--- src/rtl/mmio_pkg.sv ---
// rtl/mmio_pkg.sv - shared addresses, display FSM states and default dwell for mmio_display_port
package mmio_pkg;

  localparam logic [31:0] DISP_ADDR_DEF    = 32'hFFFF_0000;
  localparam logic [31:0] LED_ADDR_DEF     = 32'hFFFF_0004;
  localparam logic [31:0] CTRL_ADDR_DEF    = 32'hFFFF_0008;
  localparam int unsigned DWELL_CYCLES_DEF = 25_000_000;

  typedef enum logic {
    IDLE = 1'b0,
    SHOW = 1'b1
  } disp_state_e;

endpackage

--- src/rtl/display_fifo.sv ---
// rtl/display_fifo.sv - small register-based queue of pending display values
// Head entry is presented combinationally on data; a full queue accepts a push when popped at the same edge.
module display_fifo #(
  parameter int unsigned DEPTH = 4,
  parameter int unsigned W     = 32
) (
  input  logic                   clk,
  input  logic                   reset,
  input  logic                   push,
  input  logic                   pop,
  input  logic [W-1:0]           din,
  output logic [W-1:0]           data,
  output logic                   full,
  output logic                   empty,
  output logic [$clog2(DEPTH):0] count
);

  localparam int unsigned AW = $clog2(DEPTH);
  localparam int unsigned CW = AW + 1;

  logic [W-1:0]  mem_q [DEPTH];
  logic [W-1:0]  mem_d [DEPTH];
  logic [AW-1:0] wr_ptr_q, wr_ptr_d;
  logic [AW-1:0] rd_ptr_q, rd_ptr_d;
  logic [CW-1:0] count_q, count_d;
  logic          do_push, do_pop;

  assign empty   = (count_q == '0);
  assign full    = (count_q == CW'(DEPTH));
  assign do_pop  = pop && !empty;
  assign do_push = push && (!full || do_pop);
  assign data    = mem_q[rd_ptr_q];
  assign count   = count_q;

  // Pointers are AW bits wide so they wrap modulo DEPTH for free.
  always_comb begin
    mem_d    = mem_q;
    wr_ptr_d = wr_ptr_q;
    rd_ptr_d = rd_ptr_q;
    count_d  = count_q;
    if (do_push) begin
      mem_d[wr_ptr_q] = din;
      wr_ptr_d        = wr_ptr_q + 1'b1;
    end
    if (do_pop) begin
      rd_ptr_d = rd_ptr_q + 1'b1;
    end
    case ({do_push, do_pop})
      2'b10:   count_d = count_q + 1'b1;
      2'b01:   count_d = count_q - 1'b1;
      default: count_d = count_q;
    endcase
  end

  always_ff @(posedge clk or negedge reset) begin
    if (!reset) begin
      mem_q    <= '{default: '0};
      wr_ptr_q <= '0;
      rd_ptr_q <= '0;
      count_q  <= '0;
    end else begin
      mem_q    <= mem_d;
      wr_ptr_q <= wr_ptr_d;
      rd_ptr_q <= rd_ptr_d;
      count_q  <= count_d;
    end
  end

endmodule

--- src/rtl/mmio_display_port.sv ---
// rtl/mmio_display_port.sv - memory-mapped seven-segment value and LED output port
// Define MMIO_DISPLAY_DWELL_EN to queue display stores and hold each value for DWELL_CYCLES.
module mmio_display_port
  import mmio_pkg::*;
#(
  parameter logic [31:0] DISP_ADDR    = DISP_ADDR_DEF,
  parameter logic [31:0] LED_ADDR     = LED_ADDR_DEF,
  parameter logic [31:0] CTRL_ADDR    = CTRL_ADDR_DEF,
  parameter int unsigned DEPTH        = 4,
  parameter int unsigned DWELL_CYCLES = DWELL_CYCLES_DEF
) (
  input  logic        clk,
  input  logic        reset,
  input  logic        wr_en,
  input  logic [31:0] wr_addr,
  input  logic [31:0] wr_data,
  output logic [31:0] value_to_display,
  output logic [15:0] led,
  output logic        queue_full,
  output logic        overflow
);

  logic        disp_wr, led_wr, ctrl_wr;
  logic [15:0] led_q, led_d;
  logic [31:0] value_q, value_d;

  assign disp_wr = wr_en && (wr_addr == DISP_ADDR);
  assign led_wr  = wr_en && (wr_addr == LED_ADDR);
  assign ctrl_wr = wr_en && (wr_addr == CTRL_ADDR);

  always_comb begin
    led_d = led_q;
    if (led_wr) begin
      led_d = wr_data[15:0];
    end
  end

  always_ff @(posedge clk or negedge reset) begin
    if (!reset) begin
      led_q   <= '0;
      value_q <= '0;
    end else begin
      led_q   <= led_d;
      value_q <= value_d;
    end
  end

  assign led              = led_q;
  assign value_to_display = value_q;

`ifdef MMIO_DISPLAY_DWELL_EN

  localparam int unsigned CW  = (DWELL_CYCLES > 1) ? $clog2(DWELL_CYCLES) : 1;
  localparam int unsigned QCW = $clog2(DEPTH) + 1;
  localparam logic [CW-1:0] LAST = CW'(DWELL_CYCLES - 1);

  disp_state_e    state_q, state_d;
  logic [CW-1:0]  cnt_q, cnt_d;
  logic           ovf_q, ovf_d;
  logic           fifo_pop, fifo_full, fifo_empty, drop;
  logic [31:0]    fifo_data;
  logic [QCW-1:0] fifo_count;

  display_fifo #(
    .DEPTH (DEPTH),
    .W     (32)
  ) u_fifo (
    .clk   (clk),
    .reset (reset),
    .push  (disp_wr),
    .pop   (fifo_pop),
    .din   (wr_data),
    .data  (fifo_data),
    .full  (fifo_full),
    .empty (fifo_empty),
    .count (fifo_count)
  );

  assign drop = disp_wr && fifo_full && !fifo_pop;

  always_comb begin
    state_d  = state_q;
    cnt_d    = cnt_q;
    value_d  = value_q;
    fifo_pop = 1'b0;
    case (state_q)
      IDLE: begin
        if (!fifo_empty) begin
          fifo_pop = 1'b1;
          value_d  = fifo_data;
          cnt_d    = '0;
          state_d  = SHOW;
        end
      end
      SHOW: begin
        if (cnt_q == LAST) begin
          cnt_d = '0;
          if (!fifo_empty) begin
            fifo_pop = 1'b1;
            value_d  = fifo_data;
          end else begin
            state_d = IDLE;
          end
        end else begin
          cnt_d = cnt_q + 1'b1;
        end
      end
    endcase
  end

  // A dropped store outranks a clear landing on the same edge.
  always_comb begin
    ovf_d = ovf_q;
    if (drop) begin
      ovf_d = 1'b1;
    end else if (ctrl_wr) begin
      ovf_d = 1'b0;
    end
  end

  always_ff @(posedge clk or negedge reset) begin
    if (!reset) begin
      state_q <= IDLE;
      cnt_q   <= '0;
      ovf_q   <= 1'b0;
    end else begin
      state_q <= state_d;
      cnt_q   <= cnt_d;
      ovf_q   <= ovf_d;
    end
  end

  assign queue_full = (fifo_count == QCW'(DEPTH));
  assign overflow   = ovf_q;

`else

  logic [64:0] unused_cfg;

  always_comb begin
    value_d = value_q;
    if (disp_wr) begin
      value_d = wr_data;
    end
  end

  assign unused_cfg = {ctrl_wr, 32'(DEPTH), 32'(DWELL_CYCLES)};
  assign queue_full = 1'b0;
  assign overflow   = 1'b0;

`endif

endmodule
--- config.mk ---
export PLATFORM = sky130hd
export DESIGN_NAME = mmio_display_port
export DESIGN_NICKNAME = d
export VERILOG_FILES = /design/src/rtl/mmio_pkg.sv /design/src/rtl/display_fifo.sv /design/src/rtl/mmio_display_port.sv
export SDC_FILE = /design/constraint.sdc
export NUM_CORES = 1
export LEC_CHECK = 0
export CAP_MARGIN = 20
export CELL_PAD_IN_SITES_DETAIL_PLACEMENT = 0
export CELL_PAD_IN_SITES_GLOBAL_PLACEMENT = 2
export CORE_ASPECT_RATIO = 0.7
export CORE_MARGIN = 10
export CORE_UTILIZATION = 23
export CTS_BUF_LIST = sky130_fd_sc_hd__clkbuf_16
export CTS_CLUSTER_SIZE = 8
export DETAILED_ROUTE_END_ITERATION = 10
export PLACE_DENSITY = 0.77
export SYNTH_ARGS = -nofsm -noshare
export SYNTH_HDL_FRONTEND = slang
export SYNTH_SLANG_ARGS = --single-unit
--- constraint.sdc ---
create_clock -name clk -period 1.2 [get_ports clk]
set_clock_uncertainty 0.15 [all_clocks]
set_input_delay 0.18 -clock clk [delete_from_list [all_inputs] [get_ports clk]]
set_output_delay 0.18 -clock clk [all_outputs]
set_load 0.01 [all_outputs]
* Word-level counts from Yosys, hierarchy flattened
Cells that the tools add are included.
** Word-level totals
- Register bits :: 48
- Bits in latches :: 0
- Bits in writable memories :: 0
- Bits in read-only memories :: 0
- Output and inout port bits :: 50
- Memories :: 0
** Cells by class
- Add/subtract/negate cells :: 0
- $mul :: 0
- Div/mod/pow operators :: 0
- $lt $le $gt $ge :: 0
- Equal/unequal tests :: 2
- Shift-type cells :: 0
- Multiplexer cells :: 0
- Bitwise gates (word level) :: 0
- Reduce and logical (&&, ||, !) cells :: 2
** Operators with widths (count)
- $eq A32 B32 Y1 const B :: 2
- $logic_and A1 B1 Y1 :: 2

* Longest topological paths before layout
- Depth in word-level cells :: 2
- Depth in mapped cells :: 6
- Gate-level depth less buffers :: 4

* Least setup slack after synthesis
Ideal clock, no wire load.
- Kind :: input port to flip-flop
- From :: input port wr_addr[3]
- To :: register led_q[10], in the netlist led[10]
- Arrival time :: 1.800 ns
- Data required time :: 0.925 ns
- Slack :: -0.875 ns
- Stages :: 6
- Path buffers :: 2
- Path through :: nand4b_1 or4_1 or3_1 buf_6 buf_6 mux2_4
** Between the ends
- Cells in the longest elaborated chain, start to end :: 2
** RTL lines
- start, declared :: line mmio_display_port.sv:15 : input logic [31:0] wr_addr,
- $eq A32 B32 Y1 :: line mmio_display_port.sv:28 : assign led_wr = wr_en && (wr_addr == LED_ADDR);
- $logic_and A1 B1 Y1 :: line mmio_display_port.sv:28
- end signal, assigned :: line mmio_display_port.sv:43 : led_q <= led_d;
- end, declared :: line mmio_display_port.sv:24 : logic [15:0] led_q, led_d;
No other way between the ends.
A chain may end at the register's enable or synchronous reset.

* Worst setup path after layout
- From :: input port wr_addr[31]
- To :: register value_q[1], in the netlist value_to_display[1]
** Between the ends
- Cells in the longest elaborated chain, start to end :: 2
** RTL lines
- $eq A32 B32 Y1 :: line mmio_display_port.sv:27 : assign disp_wr = wr_en && (wr_addr == DISP_ADDR);
- $logic_and A1 B1 Y1 :: line mmio_display_port.sv:27
- end signal, assigned :: line mmio_display_port.sv:44 : value_q <= value_d;
- end, declared :: line mmio_display_port.sv:25 : logic [31:0] value_q, value_d;
No other way between the ends.

==> impl_metrics.yaml <==
critical_path:
  crit_family: "simple AND/OR/NAND/NOR gates"
  cp_data_arrival_time_ps: 1810
  critPathMostFrequentCell: "buf_12"
  path_buf_inv: 4
  slowest_delay_ps: 550
  path_max_fanout: 8
  worst-setup-path-type: "input pin to flop"
  startpoint_type: "input pin"
  endpoint_kind: "flop"
  crit_chain: "clkbuf_2 > nand4_1 > or4_4 > nor3_4 > buf_12 > buf_12 > buf_16 > mux2_4"
  cp_slowest_cell: "or4_4"
  critPathRequiredTime_ps: 1220
run_status:
  violations: "negative setup slack"
  status: "complete, but fails checks"
sta:
  fmax_mhz: 559
  setup_ws_ps: -590
  hold_violations: 0
  slew_viol_final: 0
  rsz0062_at_grt: "yes"
  setup_viol: 48
  period_needed_ps: 1790
  fin_crit_sh: 1.49
  fin_setup_tns_ps: -25870
yosys:
  yosysWarnings: 0
  syn_avg_cell_area_sq_um: 16.5
  syn_inst: 117
  syn-cell-area_sq_um: 1930
  yosysUniqueCellTypes: 16
  ys_ff_latch: 48
  yosysSeqAreaShare: 0.623
cells_and_area:
  final_cell_area_sq_um: 3450
  drive_above_1_share: 0.620
  syn2layout_area_growth_pct: 78.9
  fill_cells: 785
  fin_util: 0.431
  stdcell_count: 356
  n_antenna_cell: 0
  final_nets: 321
global_route:
  grt_pass1_vias: 1759
  grt_pass1_wl_mm: 10.5
  antenna_found_initial: 0
  gr-total-overflow: 0
  grt_max_degree: 49
  grt_usage: 0.109
floorplan:
  die_w_um: 129
  dieArea_sq_um: 12500
  fp.dieH_um: 96.6
  rows: 27
  start_util: 0.241
  io_pins: 117
  core_area_sq_um: 8010
cts:
  cts.sinks: 48
  clock_latency_ps: 290
  root_buffer: "clkbuf_16"
  cts_tree: "yes"
  numCtsBuffers: 5
  cts.path.max_buffers: 2
  htreeDepth: 2
  clk_pin_slew_ps: 70
detailed_routing:
  viasPerCell: 4.26
  drt_first_iter_violations: 56
  routed_wl_mm: 6.74
  remaining_drc_errors: 0
  vias: 1518
  wl_per_cell_um: 18.9
  ant_nets: 0
  first_pass_iters: 4
power_and_ir_drop:
  power_mw: 3.47
  power_density_nw_per_um2: 1010
  leakagePower_nw: 1.84
  peakVddDrop_mv: 0.498
run:
  drv_cap: 0
placement:
  placed_area_sq_um: 3290
  dpl.hpwl_mm: 4.44
  place_congestion: 0.626
  place_inst: 340
  numPortBuffers: 114
min_path:
  hold_path_class: "input pin to async pin"
registers in the layout, summed over array words and instances, names as in the netlist:
| register | cells |
|---|---|
| value_to_display | 32 |
| led | 16 |
cells by family after synthesis:
kind of cell           synth area share
and+or+nand+nor                  0.0455
buffers and inverters            0.0292
other                           0.00195
muxes                             0.300
DFF                               0.623
power by group:
group	switching (mW)	leakage, nW	internal [mW]
logic	0.0887	1.08	0.169
clock network	0.613	0.0814	0.980
registers	0.00000000793	0.671	1.62
final timing paths:
path / from / endpoint / slack [ps] / depth (start not counted)
worst max-delay path: wr_addr[31] / value_to_display[1] / -590 / 8
worst min-delay path: reset / value_to_display[11] / 270 / 3
worst max register to register: value_to_display[13] / value_to_display[13] / 140 / 2
worst min register to register: led[4] / led[4] / 350 / 1
max in group asynchronous: reset / led[4] / 400 / 3
min in group clk: led[4] / led[4] / 350 / 1
per-stage QoR:
step	worst slack, ps	hold slack, ps
3_3_place_gp	-1290	41.8
2_1_floorplan	-822	-266
4_1_cts	-667	297
6_report	-590	275
5_1_grt	-682	303
3_5_place_dp	-1310	47.5
what timing repair did:
item / 4_1_cts / 5_1_grt
pin swaps: 12 / 10
setup buffers: 3 / 1
resized for setup: 296 / 34
hold endpoints to repair: 48 / 0
cloned: 4 / 0
hold buffers: 1 / 0
endpoints found under the setup margin: 96 / 49
cells in the final DEF (no fill, tap or decap):
master	instances
nand4b_1	1
buf_4	12
bufinv_16	1
dlygate4sd3_1	1
clkdlybuf4s50_1	33
clkbuf_16	5
buf_12	6
buf_2	55
inv_1	1
or4_4	1
mux2_2	6
dfrtp_1	48
conb_1	2
buf_16	3
clkinv_1	1
clkbuf_2	15
clkinv_4	1
mux2_4	42
buf_6	5
clkdlybuf4s15_1	4
nor4_2	2
dlygate4sd2_1	2
nor3_4	1
or3_4	1
nand4_1	4
nor4b_4	2
worst register-to-register path: stages, from the launching register on:
cell	delay (ps)
dfrtp_1	400
buf_4	140
mux2_4	260
per-layer routing:
layer  GRT usage  vias to the layer above  wire [um]
li1            -                      693          -
met3      0.0604                        5        846
met5           0                        -          0
met1       0.140                      743       3000
met2       0.154                       77       2850
met4      0.0255                        0         44
cell usage after synthesis, drive strengths merged:
master / number / area, sq um
nand4b: 1 / 8.76
dfrtp: 48 / 1200
nor3: 1 / 10.0
or4: 1 / 7.51
conb: 1 / 3.75
mux2: 48 / 578
nor4b: 2 / 17.5
nor4: 2 / 12.5
inv: 1 / 3.75
nand4: 4 / 25.0
or3: 1 / 6.26
buf: 7 / 52.5
area by class of cell:
| type | count | area (sq um) | share of cell area |
|---|---|---|---|
| Inverter | 1 | 3.75 | 0.00109 |
| Sequential cell | 48 | 1200 | 0.348 |
| Clock inverter | 3 | 42.5 | 0.0123 |
| Tap cell | 101 | 126 | 0.0367 |
| Clock buffer | 5 | 125 | 0.0363 |
| Multi-Input combinational cell | 62 | 851 | 0.247 |
| Timing Repair Buffer | 136 | 1100 | 0.318 |
No activity file was read; power rests on OpenSTA's default activity.
